$ cat src/rtl/hazard_issue_ctrl.sv
// Issue gate between decode and the in-flight hazard FIFO: RAW stall, bubble push, drain and watchdog.
// Optional build macro HAZARD_ISSUE_PERF_EN adds stall-cycle and issue performance counters.
`timescale 1ns/1ps
module hazard_issue_ctrl #(
    parameter int DEPTH      = 9,
    parameter int LAT_SCALAR = 3,
    parameter int LAT_MEM    = 5,
    parameter int LAT_VEC    = 4,
    parameter int LAT_VFP    = 9,
    parameter int TIMEOUT    = 1024
) (
    input  logic                        clk,
    input  logic                        rst,
    input  logic                        freeze_i,
    input  logic                        id_valid_i,
    input  logic [2:0][4:0]             id_src_reg_i,
    input  logic [2:0]                  id_src_vec_i,
    input  logic [2:0]                  id_src_use_i,
    input  logic [1:0]                  id_op_type_i,
    input  logic [4:0]                  id_dst_reg_i,
    input  logic                        id_vec_wr_en_i,
    input  logic                        id_reg_wr_en_i,
    input  logic                        drain_req_i,
    input  logic [DEPTH-1:0][1:0]       op_types_i,
    input  logic [DEPTH-1:0]            vector_wr_ens_i,
    input  logic [DEPTH-1:0]            register_wr_ens_i,
    input  logic [DEPTH-1:0][4:0]       write_registers_i,
`ifdef HAZARD_ISSUE_PERF_EN
    output logic [31:0]                 perf_stall_cycles_o,
    output logic [31:0]                 perf_issue_cnt_o,
`endif
    output logic                        stall_o,
    output logic                        issue_o,
    output logic                        fifo_en_o,
    output logic [1:0]                  fifo_op_type_o,
    output logic [4:0]                  fifo_wr_reg_o,
    output logic                        fifo_vec_wr_en_o,
    output logic                        fifo_reg_wr_en_o,
    output logic                        drain_done_o,
    output logic                        hazard_timeout_o
);

    // state  | meaning
    // RUN    | issuing normally
    // STALL  | RAW hazard holds decode
    // DRAIN  | fence: waiting for all pending writes to leave the FIFO
    localparam logic [1:0] ST_RUN   = 2'd0;
    localparam logic [1:0] ST_STALL = 2'd1;
    localparam logic [1:0] ST_DRAIN = 2'd2;

    localparam logic [15:0] TIMEOUT_CNT = 16'(TIMEOUT);

    logic [1:0]  state_q, state_d;
    logic [15:0] stall_cnt_q, stall_cnt_d;
    logic        hazard_timeout_q;
    logic        conflict;
    logic        wr_match;
    logic        hazard;
    logic        fifo_clear;

    function automatic int lat_of(input logic [1:0] op);
        case (op)
            2'b00:   return LAT_SCALAR;
            2'b01:   return LAT_MEM;
            2'b10:   return LAT_VEC;
            default: return LAT_VFP;
        endcase
    endfunction

    // An entry only blocks while its result is still more than one cycle from write-back.
    always_comb begin
        conflict = 1'b0;
        wr_match = 1'b0;
        for (int i = 0; i < DEPTH; i++) begin
            for (int s = 0; s < 3; s++) begin
                wr_match = id_src_vec_i[s] ? vector_wr_ens_i[i] : register_wr_ens_i[i];
                if (id_src_use_i[s] && wr_match &&
                    (write_registers_i[i] == id_src_reg_i[s]) &&
                    !(!id_src_vec_i[s] && (id_src_reg_i[s] == 5'd0)) &&
                    (i < lat_of(op_types_i[i]) - 1))
                    conflict = 1'b1;
            end
        end
    end

    assign hazard     = id_valid_i & conflict;
    assign fifo_clear = ~(|vector_wr_ens_i) & ~(|register_wr_ens_i);

    assign stall_o   = (state_q == ST_DRAIN) | ((state_q == ST_RUN) & drain_req_i) | hazard;
    assign issue_o   = id_valid_i & ~stall_o & ~freeze_i;
    assign fifo_en_o = ~freeze_i;

    assign fifo_op_type_o   = issue_o ? id_op_type_i   : 2'b00;
    assign fifo_wr_reg_o    = issue_o ? id_dst_reg_i   : 5'd0;
    assign fifo_vec_wr_en_o = issue_o & id_vec_wr_en_i;
    assign fifo_reg_wr_en_o = issue_o & id_reg_wr_en_i;

    assign drain_done_o     = (state_q == ST_DRAIN) & fifo_clear & ~freeze_i;
    assign hazard_timeout_o = hazard_timeout_q;

    always_comb begin
        state_d     = state_q;
        stall_cnt_d = stall_cnt_q;
        if (!freeze_i) begin
            case (state_q)
                ST_RUN: begin
                    if (drain_req_i)  state_d = ST_DRAIN;
                    else if (hazard)  state_d = ST_STALL;
                end
                ST_STALL: begin
                    if (!hazard)      state_d = ST_RUN;
                end
                ST_DRAIN: begin
                    if (fifo_clear)   state_d = ST_RUN;
                end
                default:              state_d = ST_RUN;
            endcase
            if (issue_o)
                stall_cnt_d = 16'd0;
            else if (stall_o && (stall_cnt_q != 16'hFFFF))
                stall_cnt_d = stall_cnt_q + 16'd1;
        end
    end

    always_ff @(posedge clk or posedge rst) begin
        if (rst) begin
            state_q          <= ST_RUN;
            stall_cnt_q      <= 16'd0;
            hazard_timeout_q <= 1'b0;
        end else begin
            state_q          <= state_d;
            stall_cnt_q      <= stall_cnt_d;
            hazard_timeout_q <= hazard_timeout_q | (stall_cnt_q == TIMEOUT_CNT);
        end
    end

`ifdef HAZARD_ISSUE_PERF_EN
    logic [31:0] perf_stall_q;
    logic [31:0] perf_issue_q;

    always_ff @(posedge clk or posedge rst) begin
        if (rst) begin
            perf_stall_q <= 32'd0;
            perf_issue_q <= 32'd0;
        end else if (!freeze_i) begin
            if (stall_o) perf_stall_q <= perf_stall_q + 32'd1;
            if (issue_o) perf_issue_q <= perf_issue_q + 32'd1;
        end
    end

    assign perf_stall_cycles_o = perf_stall_q;
    assign perf_issue_cnt_o    = perf_issue_q;
`else
    // Counters are left out of this build entirely.
`endif

endmodule

$ cat config.mk
export PLATFORM = sky130hd
export DESIGN_NAME = hazard_issue_ctrl
export DESIGN_NICKNAME = d
export VERILOG_FILES = /design/src/rtl/hazard_issue_ctrl.sv
export SDC_FILE = /design/constraint.sdc
export NUM_CORES = 1
export LEC_CHECK = 0
export BUFFER_PORTS_ARGS = -buffer_cell sky130_fd_sc_hd__buf_2
export CAP_MARGIN = 20
export CORE_MARGIN = 2
export CORE_UTILIZATION = 40
export CTS_BUF_LIST = sky130_fd_sc_hd__clkbuf_8
export DETAILED_ROUTE_END_ITERATION = 8
export GPL_ROUTABILITY_DRIVEN = 1
export MAX_ROUTING_LAYER = met4
export PLACE_DENSITY = 0.68
export SYNTH_ARGS = -nofsm -noshare
export SYNTH_HDL_FRONTEND = slang
export SYNTH_SLANG_ARGS = --single-unit
$ cat constraint.sdc
create_clock -name clk -period 3.1 [get_ports clk]
set_input_delay 0.465 -clock clk [delete_from_list [all_inputs] [get_ports clk]]
set_output_delay 0.465 -clock clk [all_outputs]
set_load 0.01 [all_outputs]
==> results of run 1 <==
## repair_timing
item                                    in CTS  in global routing
buffers inserted                             0                  3
endpoints found under the setup margin       0                  9
endpoints found under the hold margin        0                  0
resized for setup                            0                  1
## sequential cells by signal (all words and copies together), names as in the netlist
| signal | flops |
|---|---|
| stall_cnt_q | 16 |
| state_q | 2 |
| hazard_timeout_o | 1 |
## layout make-up
type	instances	area [um^2]	area share [%]
multi-input cells	324	2520	65.0
repair buffers	127	673	17.4
flip-flops and latches	19	475	12.3
well taps	102	128	3.30
clock buffers	3	41.3	1.07
inverters	8	32.5	0.840
clock inverters	1	5.00	0.129
## synthesized netlist by cell type, types with 7 or more instances
cell type and n:
sky130_fd_sc_hd__and2_1 11, sky130_fd_sc_hd__buf_4 12, sky130_fd_sc_hd__dfrtp_1 19, sky130_fd_sc_hd__inv_1 7
sky130_fd_sc_hd__mux2i_1 31, sky130_fd_sc_hd__nand2_1 22, sky130_fd_sc_hd__nand4_1 27, sky130_fd_sc_hd__nor2_1 8
sky130_fd_sc_hd__nor4_1 25, sky130_fd_sc_hd__or4_1 9, sky130_fd_sc_hd__xnor2_1 87, sky130_fd_sc_hd__xor2_1 33
## per-stage QoR
step / worst slack (ns) / area [um^2]
final: 0.0835 / 3870
after CTS: 0.0586 / 3850
after global placement: 0.122 / 3800
after global routing: 0.00518 / 3870
after detailed placement: 0.0669 / 3800
after floorplan: 0.228 / 3190
## power groups by stage
stage                     Combinational, mW  Clock [mW]  Sequential (mW)
after floorplan                       0.370           0            0.309
after global placement                0.528           0            0.318
after detailed placement              0.541           0            0.319
after CTS                             0.542       0.179            0.316
after global routing                  0.600       0.194            0.323
final                                 0.549       0.180            0.316
## cell families (layout without fill, tap and decap cells)
kind of cell	Yosys count	after routing	share of synthesized area [%]
buf+inv	31	139	6.35
mux	34	34	11.0
compound gates	32	32	8.66
simple gates	136	136	25.4
xor+xnor	120	120	32.9
flops	19	19	14.9
fa+ha+maj	2	2	0.783
## routing by layer
layer | track usage [%] | wire (um) | part of all wire, %
met5 | - | 0 | 0
met4 | 9.31 | 284 | 2.8
met2 | 39.8 | 4770 | 47
met1 | 28.9 | 4390 | 43
met3 | 1.13 | 674 | 6.7
## path summary, 6_finish.rpt
kind | endpoint | slack [ns] | cells after the start
max reg2reg | stall_cnt_q[14]$_DFFE_PP0P_ | 0.50 | 9
min reg2reg | hazard_timeout_o$_DFF_PP0_ | 0.51 | 1
min in group clk | state_q[1]$_DFFE_PP0P_ | 0.47 | 3
max in group asynchronous | stall_cnt_q[2]$_DFFE_PP0P_ | 2.32 | 2
max | fifo_vec_wr_en_o | 0.08 | 10
min | hazard_timeout_o$_DFF_PP0_ | 0.31 | 2
==> impl_table.tex, run 1 <==
\begin{tabular}{lr}
\hline
Metric & Value \\
\hline
\multicolumn{2}{l}{\textbf{Pwr}} \\
\quad Proportion of total power due to net switching & 41.0\% \\
\quad Power per cell area & 270 mW/mm\^{}2 \\
\quad Psw & 0.429 mW \\
\quad Flop pwr share & 30.3\% \\
\quad Gate power share & 52.6\% \\
\quad Power after layout & 1.04 mW \\
\quad LEAKAGE & 1.73 nW \\
\quad Clock share of power & 17.2\% \\
\quad Largest vdd supply drop & 160 uV \\
\quad Cell-internal power & 0.616 mW \\
\multicolumn{2}{l}{\textbf{Yosys}} \\
\quad Number of warning messages in the yosys log & 0 \\
\quad Synth async-reset ratio & 100\% \\
\quad Synthesized Nets & 492 \\
\quad Mapped Area & 0.00319 mm\^{}2 \\
\quad Area share of the largest cell type after synthesis & 23.9\% \\
\quad Library cells used by synthesis & 50 \\
\quad Synthesized netlist cell count & 374 \\
\quad Post-synth top area cell & sky130\_fd\_sc\_hd\_\_xnor2\_1 \\
\quad Post-synthesis register bit count & 19 \\
\quad Most used flip-flop cell after synthesis & sky130\_fd\_sc\_hd\_\_dfrtp\_1 \\
\quad Sequential element share of the synthesized area & 14.9\% \\
\quad Number of flops mapped to enable cells by yosys & 0 \\
\quad Top cells by area, synth & sky130\_fd\_sc\_hd\_\_xnor2\_1 (24\%), sky130\_fd\_sc\_hd\_\_dfrtp\_1 (15\%), sky130\_fd\_sc\_hd\_\_mux2i\_1 (9.7\%), sky130\_fd\_sc\_hd\_\_xor2\_1 (9.0\%), sky130\_fd\_sc\_hd\_\_nand4\_1 (5.3\%) \\
\quad Average cell area after synthesis & 8.54 um\^{}2 \\
\multicolumn{2}{l}{\textbf{Setup path}} \\
\quad Critical path's slowest cell & sky130\_fd\_sc\_hd\_\_or4\_1 \\
\quad Combined buffer and inverter count along the critical path & 4 \\
\quad Worst-path cell chain & buf\_2 > buf\_12 > mux2i\_1 > nor4\_1 > or4\_1 > a22oi\_2 > nand4\_2 > inv\_4 > and2\_1 > buf\_2 \\
\quad Signal arrival time at the worst endpoint & 2.55 ns \\
\quad Data required time at the worst endpoint & 2.63 ns \\
\quad Crit Path Category & primary input to output port \\
\quad Worst path top cell family by delay & simple AND/OR/NAND/NOR gates \\
\quad Max stage delay on crit path & 0.54 ns \\
\quad Kind of capture point of the worst setup path & output port \\
\quad Cell type with the highest occurrence count on the critical path & sky130\_fd\_sc\_hd\_\_buf\_2 \\
\quad Worst setup SP type & primary input \\
\quad Startpoint of the worst setup timing path & id\_src\_vec\_i[0] \\
\quad CP max FO & 13 \\
\quad Reg-to-Reg Start & stall\_cnt\_q[7]\$\_DFFE\_PP0P\_ \\
\multicolumn{2}{l}{\textbf{Detailed routing}} \\
\quad Count of routing violations after the opening detailed-route iteration & 160 \\
\quad Routed wire length per instance & 17.3 um \\
\quad DRC violations left & 0 \\
\quad Ratio of routed vias to standard cells & 5.62 \\
\quad Router iterations before antenna repair & 4 \\
\quad Final antenna-violating net count & 0 \\
\quad Routed vias & 3281 \\
\quad Routed wire length & 10.1 mm \\
\multicolumn{2}{l}{\textbf{Global route}} \\
\quad Via count of the first global-routing pass & 3300 \\
\quad Pin count of the biggest net entering global routing & 20 \\
\quad Global-route wire length before repair & 15.8 mm \\
\quad Total global routing overflow & 0 \\
\quad Initial antenna violation count & 0 \\
\quad GRT Resource Usage Total & 23.3\% \\
\multicolumn{2}{l}{\textbf{Clock tree}} \\
\quad Reg clk slew, reported paths & 0.08 ns \\
\quad TritonCTS clock tree & built \\
\quad Maximum clock path buffer count & 2 \\
\quad Root buf cell & sky130\_fd\_sc\_hd\_\_clkbuf\_8 \\
\quad Number of buffers created by CTS & 3 \\
\quad Clock sinks & 19 \\
\quad Hold buffer count at cts & 0 \\
\quad Clock latency reported for the late side of the worst-skew pair & 0.26 ns \\
\quad Number of H-tree levels & 1 \\
\multicolumn{2}{l}{\textbf{Die}} \\
\quad Chip height & 93.4 um \\
\quad Standard-cell rows & 32 \\
\quad Effective utilization at floorplan & 41.3\% \\
\quad Area of the die & 0.00872 mm\^{}2 \\
\quad Top-level port count & 130 \\
\quad Die boundary width & 93.4 um \\
\quad CORE AREA & 0.00773 mm\^{}2 \\
\multicolumn{2}{l}{\textbf{Layout}} \\
\quad Fraction of layout instances using a drive strength above 1 & 32.8\% \\
\quad Highest-count cells in the layout ignoring fill and taps & sky130\_fd\_sc\_hd\_\_buf\_2 (117), sky130\_fd\_sc\_hd\_\_xnor2\_1 (87), sky130\_fd\_sc\_hd\_\_xor2\_1 (33), sky130\_fd\_sc\_hd\_\_mux2i\_1 (31), sky130\_fd\_sc\_hd\_\_nand4\_1 (27) \\
\quad Number of fill cells in the layout & 752 \\
\quad Area added between synthesis and finish & 21.2\% \\
\quad Number of diodes added for antenna fixing & 0 \\
\quad Post-Route Utilization & 50.1\% \\
\quad Layout Cells excl Fill & 584 \\
\quad Most common cell after layout, fill and taps aside & sky130\_fd\_sc\_hd\_\_buf\_2 \\
\quad Number of nets in the finished design & 601 \\
\multicolumn{2}{l}{\textbf{Hold path}} \\
\quad Kind of path behind the tightest hold check & primary input to asynchronous set/reset pin \\
\multicolumn{2}{l}{\textbf{Run status}} \\
\quad Outcome & finished clean \\
\multicolumn{2}{l}{\textbf{Timing}} \\
\quad Final critical delay including setup and external delays & 3.02 ns \\
\quad Post-route clock period utilization & 97.3\% \\
\quad Normalized max-slew margin & 50.9\% \\
\quad Slew at the pin closest to its max-slew limit & 0.736 ns \\
\quad Number of slew-limit violations in the final report & 0 \\
\quad Final Hold Violating Endpoints & 0 \\
\quad Final clock skew & 0.00784 ns \\
\quad Setup Total Neg Slack & 0 ns \\
\quad Highest attainable clock frequency & 332 MHz \\
\quad RSZ-0062 raised after global routing & false \\
\quad Number of setup violations in the final report & 0 \\
\quad Final hold slack & 0.313 ns \\
\multicolumn{2}{l}{\textbf{Place}} \\
\quad Final Wtd Congestion & 0.920 \\
\quad Number of placed instances with taps included & 577 \\
\quad Count of buffers inserted at the top-level ports & 117 \\
\quad DPL Wire Length & 8.00 mm \\
\multicolumn{2}{l}{\textbf{Job}} \\
\quad Max-cap violations & 0 \\
\hline
\end{tabular}
Power figures use the tool's default switching activity.
==> run 2: changes to the inputs <==
==> constraint.sdc (replaced) <==
create_clock -name clk -period 2.9 [get_ports clk]
set_input_delay 0.435 -clock clk [delete_from_list [all_inputs] [get_ports clk]]
set_output_delay 0.435 -clock clk [all_outputs]
set_load 0.01 [all_outputs]
==> run 2 against run 1 <==
Effect of this change:
- utilization up 2.6 points
- cell area up 5.1%
- sequential cell count is the same
- sequential share of layout area is 0.60 points lower
- non-clock buffer count up 10
- sequential power rose by 7.9%
- critical path depth unchanged
- clock skew decreased by 0.0064 ns
- worst hold slack got worse by 0.019 ns
- power is 9.7% higher
- critical endpoint is now fifo_wr_reg_o[1]
- largest cell class unchanged
==> impl_table.tex, run 2 (synthesis results as in run 1) <==
\begin{tabular}{lr}
\hline
Metric & Value \\
\hline
\multicolumn{2}{l}{\textbf{Clock tree}} \\
\quad Root buf cell & sky130\_fd\_sc\_hd\_\_clkbuf\_8 \\
\quad Clock sinks & 19 (unchanged) \\
\quad TritonCTS clock tree & built \\
\quad Number of buffers created by CTS & 3 (unchanged) \\
\quad Clock latency reported for the late side of the worst-skew pair & 0.25 ns (about the same) \\
\quad Maximum clock path buffer count & 2 (unchanged) \\
\quad Reg clk slew, reported paths & 0.07 ns (about the same) \\
\quad Number of H-tree levels & 1 (unchanged) \\
\multicolumn{2}{l}{\textbf{Layout}} \\
\quad Number of diodes added for antenna fixing & 0 (unchanged) \\
\quad Number of nets in the finished design & 612 (+1.8\%) \\
\quad Layout Cells excl Fill & 595 (+1.9\%) \\
\quad Register with the most flip-flops & stall\_cnt\_q \\
\quad Area added between synthesis and finish & 27.4\% \\
\quad Most common cell after layout, fill and taps aside & sky130\_fd\_sc\_hd\_\_buf\_2 \\
\quad Final design area excluding fillers & 0.00407 mm\^{}2 (+5.1\%) \\
\quad Fraction of layout instances using a drive strength above 1 & 35.3\% (+2.5 points) \\
\quad Flip-flop count of the largest register after layout & 16 (unchanged) \\
\quad Highest-count cells in the layout ignoring fill and taps & sky130\_fd\_sc\_hd\_\_buf\_2 (106), sky130\_fd\_sc\_hd\_\_xnor2\_1 (87), sky130\_fd\_sc\_hd\_\_xor2\_1 (33), sky130\_fd\_sc\_hd\_\_mux2i\_1 (29), sky130\_fd\_sc\_hd\_\_nand4\_1 (27) \\
\multicolumn{2}{l}{\textbf{Setup path}} \\
\quad Worst setup SP type & primary input \\
\quad Kind of capture point of the worst setup path & output port \\
\quad Data required time at the worst endpoint & 2.47 ns (-0.16 ns) \\
\quad Crit Path Category & primary input to output port \\
\quad CP max FO & 9 (-4) \\
\quad Signal arrival time at the worst endpoint & 2.41 ns (-0.14 ns) \\
\multicolumn{2}{l}{\textbf{Pwr}} \\
\quad Power per cell area & 282 mW/mm\^{}2 (+4.4\%) \\
\quad Gate power share & 54.6\% (+2.0 points) \\
\quad Flop pwr share & 29.7\% (-0.6 points) \\
\quad Cell-internal power & 0.681 mW (+11\%) \\
\quad Clock share of power & 15.7\% (-1.5 points) \\
\quad Psw & 0.465 mW (+8.6\%) \\
\quad LEAKAGE & 1.80 nW (+3.8\%) \\
\quad Proportion of total power due to net switching & 40.6\% (-0.43 points) \\
\quad Largest vdd supply drop & 172 uV (+7.9\%) \\
\multicolumn{2}{l}{\textbf{Global route}} \\
\quad Initial antenna violation count & 0 (unchanged) \\
\quad Pin count of the biggest net entering global routing & 20 (unchanged) \\
\quad GRT Resource Usage Total & 23.9\% (+0.64 points) \\
\quad Via count of the first global-routing pass & 3434 (+4.1\%) \\
\quad Global-route wire length before repair & 16.2 mm (+2.7\%) \\
\quad Total global routing overflow & 0 (unchanged) \\
\multicolumn{2}{l}{\textbf{Place}} \\
\quad DPL Wire Length & 8.12 mm (+1.5\%) \\
\quad Count of buffers inserted at the top-level ports & 117 (unchanged) \\
\quad Placed instance area & 0.00386 mm\^{}2 (+1.6\%) \\
\quad Final Wtd Congestion & 0.951 (+3.3\%) \\
\quad Number of placed instances with taps included & 585 (+1.4\%) \\
\quad Pre-CTS worst setup slack & -0.0376 ns (-0.104 ns) \\
\multicolumn{2}{l}{\textbf{Run status}} \\
\quad Outcome & finished clean \\
\multicolumn{2}{l}{\textbf{Timing}} \\
\quad Number of slew-limit violations in the final report & 0 (unchanged) \\
\quad Worst Slack Setup Final & 0.0528 ns (-0.0307 ns) \\
\quad Setup Total Neg Slack & 0 ns (unchanged) \\
\quad Final Hold Violating Endpoints & 0 (unchanged) \\
\quad Final critical delay including setup and external delays & 2.85 ns \\
\quad Final clock skew & 0.00143 ns (-0.00641 ns) \\
\quad Number of setup violations in the final report & 0 (unchanged) \\
\quad Post-route clock period utilization & 98.2\% \\
\quad Slew at the pin closest to its max-slew limit & 0.737 ns (+0.000649 ns) \\
\quad Normalized max-slew margin & 50.8\% (about the same) \\
\quad Highest attainable clock frequency & 351 MHz \\
\quad Final hold slack & 0.294 ns (-0.0187 ns) \\
\multicolumn{2}{l}{\textbf{Die}} \\
\quad Top-level port count & 130 (unchanged) \\
\quad Die boundary width & 93.4 um (unchanged) \\
\quad Effective utilization at floorplan & 41.3\% (unchanged) \\
\quad Chip height & 93.4 um (unchanged) \\
\quad Area of the die & 0.00872 mm\^{}2 (unchanged) \\
\quad Standard-cell rows & 32 (unchanged) \\
\quad CORE AREA & 0.00773 mm\^{}2 (unchanged) \\
\multicolumn{2}{l}{\textbf{Detailed routing}} \\
\quad Routed wire length & 10.4 mm (+2.8\%) \\
\quad Final antenna-violating net count & 0 (unchanged) \\
\quad Routed vias & 3325 (+1.3\%) \\
\quad Count of routing violations after the opening detailed-route iteration & 133 (-17\%) \\
\quad DRC violations left & 0 (unchanged) \\
\quad Routed wire length per instance & 17.5 um (+0.92\%) \\
\quad Router iterations before antenna repair & 4 (unchanged) \\
\quad Ratio of routed vias to standard cells & 5.59 (-0.53\%) \\
\multicolumn{2}{l}{\textbf{Job}} \\
\quad Max-cap violations & 0 (unchanged) \\
\multicolumn{2}{l}{\textbf{Hold path}} \\
\quad Kind of path behind the tightest hold check & primary input to asynchronous set/reset pin \\
\hline
\end{tabular}
## run 2: stage by stage
step | power, mW | util (%)
floorplan | 0.726 | -
global placement | 0.910 | 50.0
detailed placement | 0.931 | 50.0
CTS | 1.12 | 50.7
global route | 1.23 | 52.7
finish | 1.15 | 52.7
## run 2: power groups by stage
stage,Combinational [mW],Clock (mW),Sequential [mW]
6_report,0.626,0.180,0.341
5_1_grt,0.681,0.204,0.345
4_1_cts,0.593,0.186,0.338
3_5_place_dp,0.589,0,0.342
3_3_place_gp,0.571,0,0.339
2_1_floorplan,0.395,0,0.331
## run 2: area by class of cell
type / instances / area (um^2)
clock buffers: 3 / 41.3
clock inverters: 1 / 3.75
fillers: 740 / 3660
inverters: 8 / 32.5
multi-input cells: 324 / 2570
flip-flops and latches: 19 / 475
well taps: 102 / 128
repair buffers: 137 / 810
repair inverters: 1 / 7.51
## run 2: path summary, 6_finish.rpt
kind	startpoint	slack (ns)	cells past startpoint	to
max	id_src_reg_i[10]	0.05	10	fifo_wr_reg_o[1]
min in group clk	drain_req_i	0.45	3	state_q[1]$_DFFE_PP0P_
min	rst	0.29	2	stall_cnt_q[9]$_DFFE_PP0P_
max in group asynchronous	rst	2.14	2	stall_cnt_q[11]$_DFFE_PP0P_
max reg2reg	stall_cnt_q[7]$_DFFE_PP0P_	0.47	9	stall_cnt_q[14]$_DFFE_PP0P_
min reg2reg	hazard_timeout_o$_DFF_PP0_	0.48	1	hazard_timeout_o$_DFF_PP0_
## run 2: what timing repair did
action / in CTS / in global routing
setup buffers: 0 / 5
cloned: 0 / 1
resized for setup: 5 / 29
hold buffers: 0 / 0
endpoints found under the setup margin: 10 / 11
pin swaps: 1 / 13
## run 2: routing by layer
metal	share of wire, %	up-vias	global-route usage [%]
li1	-	1591	-
met1	43	1535	28.8
met2	48	174	41.1
met3	6.8	25	2.26
met4	2.7	0	9.68
met5	0	-	-
## run 2: worst max-delay path, stage by stage
cell and delay [ns]:
sky130_fd_sc_hd__clkbuf_4 0.21, sky130_fd_sc_hd__xnor2_1 0.16, sky130_fd_sc_hd__nand4_1 0.11, sky130_fd_sc_hd__nor4_1 0.06, sky130_fd_sc_hd__or4_1 0.54, sky130_fd_sc_hd__a22oi_2 0.30, sky130_fd_sc_hd__nand4_4 0.20, sky130_fd_sc_hd__clkinvlp_4 0.15
sky130_fd_sc_hd__and2_1 0.12, sky130_fd_sc_hd__buf_2 0.12
==> run 3: changes to the inputs <==
==> constraint.sdc (replaced) <==
create_clock -name clk -period 2.9 [get_ports clk]
set_input_delay 0.435 -clock clk [delete_from_list [all_inputs] [get_ports clk]]
set_output_delay 0.435 -clock clk [all_outputs]
set_load 0.05 [all_outputs]
==> run 3 against run 2 <==
Effect of this change:
- highest routed layer unchanged
- sequential cell count stayed put
- non-clock buffer count increased by 16
- critical path type unchanged
- critical path depth is 1 higher
- final cell count increased by 2.7%
- largest cell class unchanged
- sequential power hardly changed
- first-iteration DRC count rose by 44%
- sequential share of layout area fell by 0.69 points
- count of clock-buffer cells in the layout unchanged
- the run now ends with setup timing left
==> impl_table.tex, run 3 (synthesis results as in run 1) <==
\begin{tabular}{lr}
\hline
Metric & Value \\
\hline
\multicolumn{2}{l}{\textbf{Setup path}} \\
\quad CP max FO & 8 (-1) \\
\quad Max stage delay on crit path & 0.54 ns (about the same) \\
\quad Reg-to-Reg Start & stall\_cnt\_q[7]\$\_DFFE\_PP0P\_ \\
\quad End of the worst register-to-register path & stall\_cnt\_q[11]\$\_DFFE\_PP0P\_ \\
\quad Reg2Reg Setup Slack & 0.44 ns (-0.03 ns) \\
\quad Critical path's slowest cell & sky130\_fd\_sc\_hd\_\_or4\_1 \\
\quad Depth of the worst register-to-register path & 8 (-1) \\
\quad Data required time at the worst endpoint & 2.47 ns (about the same) \\
\quad Worst setup SP type & primary input \\
\quad Signal arrival time at the worst endpoint & 2.50 ns (+0.09 ns) \\
\quad Kind of capture point of the worst setup path & output port \\
\quad Worst-path cell chain & buf\_12 > buf\_6 > xnor2\_2 > nand4\_1 > nor4\_1 > or4\_1 > a22oi\_2 > buf\_4 > a31oi\_4 > or2\_4 > buf\_8 \\
\quad Crit Path Category & primary input to output port \\
\multicolumn{2}{l}{\textbf{Clock tree}} \\
\quad Number of H-tree levels & 1 (unchanged) \\
\quad Hold buffer count at cts & 0 (unchanged) \\
\quad Root buf cell & sky130\_fd\_sc\_hd\_\_clkbuf\_8 \\
\quad Number of buffers created by CTS & 3 (unchanged) \\
\quad TritonCTS clock tree & built \\
\quad Clock sinks & 19 (unchanged) \\
\quad Clock latency reported for the late side of the worst-skew pair & 0.25 ns (about the same) \\
\quad Maximum clock path buffer count & 2 (unchanged) \\
\quad Reg clk slew, reported paths & 0.07 ns (about the same) \\
\multicolumn{2}{l}{\textbf{Die}} \\
\quad Effective utilization at floorplan & 41.3\% (unchanged) \\
\quad Die boundary width & 93.4 um (unchanged) \\
\quad Top-level port count & 130 (unchanged) \\
\quad Area of the die & 0.00872 mm\^{}2 (unchanged) \\
\quad Chip height & 93.4 um (unchanged) \\
\quad Standard-cell rows & 32 (unchanged) \\
\quad CORE AREA & 0.00773 mm\^{}2 (unchanged) \\
\multicolumn{2}{l}{\textbf{Global route}} \\
\quad Total global routing overflow & 0 (unchanged) \\
\quad Initial antenna violation count & 0 (unchanged) \\
\quad Global-route track usage on met3 & 1.69\% (-0.56 points) \\
\quad Met2 track demand over resource in global routing & 42.4\% (+1.3 points) \\
\quad Pin count of the biggest net entering global routing & 20 (unchanged) \\
\quad Grt met1 use & 31.0\% (+2.2 points) \\
\quad Global route hottest layer & met2 \\
\quad Via count of the first global-routing pass & 3500 (+1.9\%) \\
\quad Global-route wire length before repair & 16.7 mm (+2.8\%) \\
\quad GRT Resource Usage Total & 24.5\% (+0.59 points) \\
\multicolumn{2}{l}{\textbf{Layout}} \\
\quad Layout Cells excl Fill & 611 (+2.7\%) \\
\quad Register with the most flip-flops & stall\_cnt\_q \\
\quad Area occupied by multi-input gates & 0.00258 mm\^{}2 (+0.44\%) \\
\quad Most common cell after layout, fill and taps aside & sky130\_fd\_sc\_hd\_\_buf\_2 \\
\quad Flip-flop count of the largest register after layout & 16 (unchanged) \\
\quad FF/Latch Area & 475 um\^{}2 (unchanged) \\
\quad Number of fill cells in the layout & 695 (-6.1\%) \\
\quad Final design area excluding fillers & 0.00432 mm\^{}2 (+6.2\%) \\
\quad Number of nets in the finished design & 628 (+2.6\%) \\
\quad Fraction of layout instances using a drive strength above 1 & 38.5\% (+3.2 points) \\
\quad Highest-count cells in the layout ignoring fill and taps & sky130\_fd\_sc\_hd\_\_buf\_2 (95), sky130\_fd\_sc\_hd\_\_xnor2\_1 (86), sky130\_fd\_sc\_hd\_\_buf\_4 (35), sky130\_fd\_sc\_hd\_\_xor2\_1 (32), sky130\_fd\_sc\_hd\_\_mux2i\_1 (30) \\
\quad Area added between synthesis and finish & 35.3\% \\
\quad Number of diodes added for antenna fixing & 0 (unchanged) \\
\multicolumn{2}{l}{\textbf{Timing}} \\
\quad Highest attainable clock frequency & 340 MHz (-3.1\%) \\
\quad Slew at the pin closest to its max-slew limit & 0.791 ns (+0.0544 ns) \\
\quad Final hold slack & 0.292 ns (-0.00228 ns) \\
\quad Normalized max-slew margin & 46.9\% (-3.9 points) \\
\quad Number of setup violations in the final report & 1 (+1) \\
\quad Final Hold Violating Endpoints & 0 (unchanged) \\
\quad Post-route clock period utilization & 101\% (+3.1 points) \\
\quad Final critical delay including setup and external delays & 2.94 ns (+0.0908 ns) \\
\quad Worst Slack Setup Final & -0.0379 ns (-0.0908 ns) \\
\quad Number of slew-limit violations in the final report & 0 (unchanged) \\
\quad RSZ-0062 raised after global routing & true \\
\quad Final clock skew & 0.00133 ns (-0.000101 ns) \\
\quad Setup Total Neg Slack & -0.0379 ns (-0.0379 ns) \\
\multicolumn{2}{l}{\textbf{Detailed routing}} \\
\quad Routed wire length per instance & 17.3 um (-0.92\%) \\
\quad Count of routing violations after the opening detailed-route iteration & 192 (+44\%) \\
\quad Router iterations before antenna repair & 4 (unchanged) \\
\quad DRC violations left & 0 (unchanged) \\
\quad Routed wire length & 10.6 mm (+1.7\%) \\
\quad Final antenna-violating net count & 0 (unchanged) \\
\quad Routed vias & 3455 (+3.9\%) \\
\quad Ratio of routed vias to standard cells & 5.65 (+1.2\%) \\
\multicolumn{2}{l}{\textbf{Place}} \\
\quad Number of placed instances with taps included & 603 (+3.1\%) \\
\quad Placed instance area & 0.00402 mm\^{}2 (+4.1\%) \\
\quad Final Wtd Congestion & 0.997 (+4.8\%) \\
\quad Count of buffers inserted at the top-level ports & 117 (unchanged) \\
\quad DPL Wire Length & 8.31 mm (+2.2\%) \\
\multicolumn{2}{l}{\textbf{Pwr}} \\
\quad Power after layout & 1.23 mW (+7.6\%) \\
\quad LEAKAGE & 1.93 nW (+7.1\%) \\
\quad Power per cell area & 285 mW/mm\^{}2 (+1.2\%) \\
\quad Largest vdd supply drop & 227 uV (+32\%) \\
\multicolumn{2}{l}{\textbf{Job}} \\
\quad Max-cap violations & 0 (unchanged) \\
\multicolumn{2}{l}{\textbf{Run status}} \\
\quad Outcome & complete, but fails checks \\
\quad Failing checks & setup timing \\
\multicolumn{2}{l}{\textbf{Hold path}} \\
\quad Kind of path behind the tightest hold check & primary input to asynchronous set/reset pin \\
\hline
\end{tabular}
## run 3: changes by cell type in the layout (fill, tap and decap cells not counted), moves of 2 or more
cell                     change
sky130_fd_sc_hd__buf_4      +15
sky130_fd_sc_hd__buf_2      -11
sky130_fd_sc_hd__and2_1      -7
sky130_fd_sc_hd__and2_4      +7
sky130_fd_sc_hd__buf_8       +6
sky130_fd_sc_hd__buf_12      +3
sky130_fd_sc_hd__buf_6       +3
sky130_fd_sc_hd__or4_1       +2
sky130_fd_sc_hd__or4_4       -2
## run 3: how the worst max path moves through the flow
| stage | start | end | slack (ns) | cells after the start |
|---|---|---|---|---|
| floorplan | id_src_vec_i[2] | fifo_op_type_o[1] | -0.001 | 9 |
| global placement | id_src_reg_i[1] | stall_o | -0.09 | 10 |
| CTS | id_src_vec_i[2] | stall_o | 0.0005 | 10 |
| detailed placement | id_src_reg_i[0] | stall_o | -0.1 | 10 |
| global route | id_src_reg_i[13] | stall_o | -0.07 | 10 |
| finish | id_src_reg_i[11] | stall_o | -0.04 | 11 |
## run 3: worst max-delay path, delay by kind of cell
kind,cells,cell delay (ns)
and+or+nand+nor,4,1.01
xor gates and xnor gates,1,0.12
buffers and inverters,4,0.57
AOI/OAI and AO/OA,2,0.36
## run 3: final cells by class
class / instances / area share (%)
tap: 102 / 2.95
timing repair buffer: 153 / 24.3
timing repair inverter: 1 / 0.174
multi-input combinational: 324 / 59.7
clock buffer: 3 / 0.955
inverter: 8 / 0.753
clock inverter: 1 / 0.116
sequential: 19 / 11.0
## run 3: where the power goes
part / internal (mW) / total (mW) / switching (mW)
clock network: 0.0955 / 0.186 / 0.0901
logic: 0.329 / 0.710 / 0.381
registers: 0.298 / 0.338 / 0.0406
total: 0.722 / 1.23 / 0.512
## run 3: timing repair
| action | in CTS | in global routing |
|---|---|---|
| setup buffers | 0 | 3 |
| pin swaps | 1 | 14 |
| gates cloned | 0 | 1 |
| endpoints found under the setup margin | 10 | 11 |
| resized for setup | 16 | 51 |
## run 3: layer usage
metal	share of wire, %	vias up
met1	41	1617
met5	0	-
met2	49	193
met3	7.5	27
met4	2.4	0
li1	-	1618
## run 3: metrics by stage
step | setup slack [ns] | util, %
2_1_floorplan | -0.00140 | -
3_3_place_gp | -0.0871 | 52.0
3_5_place_dp | -0.0979 | 52.0
4_1_cts | 0.000472 | 53.1
5_1_grt | -0.0667 | 55.9
6_report | -0.0379 | 55.9
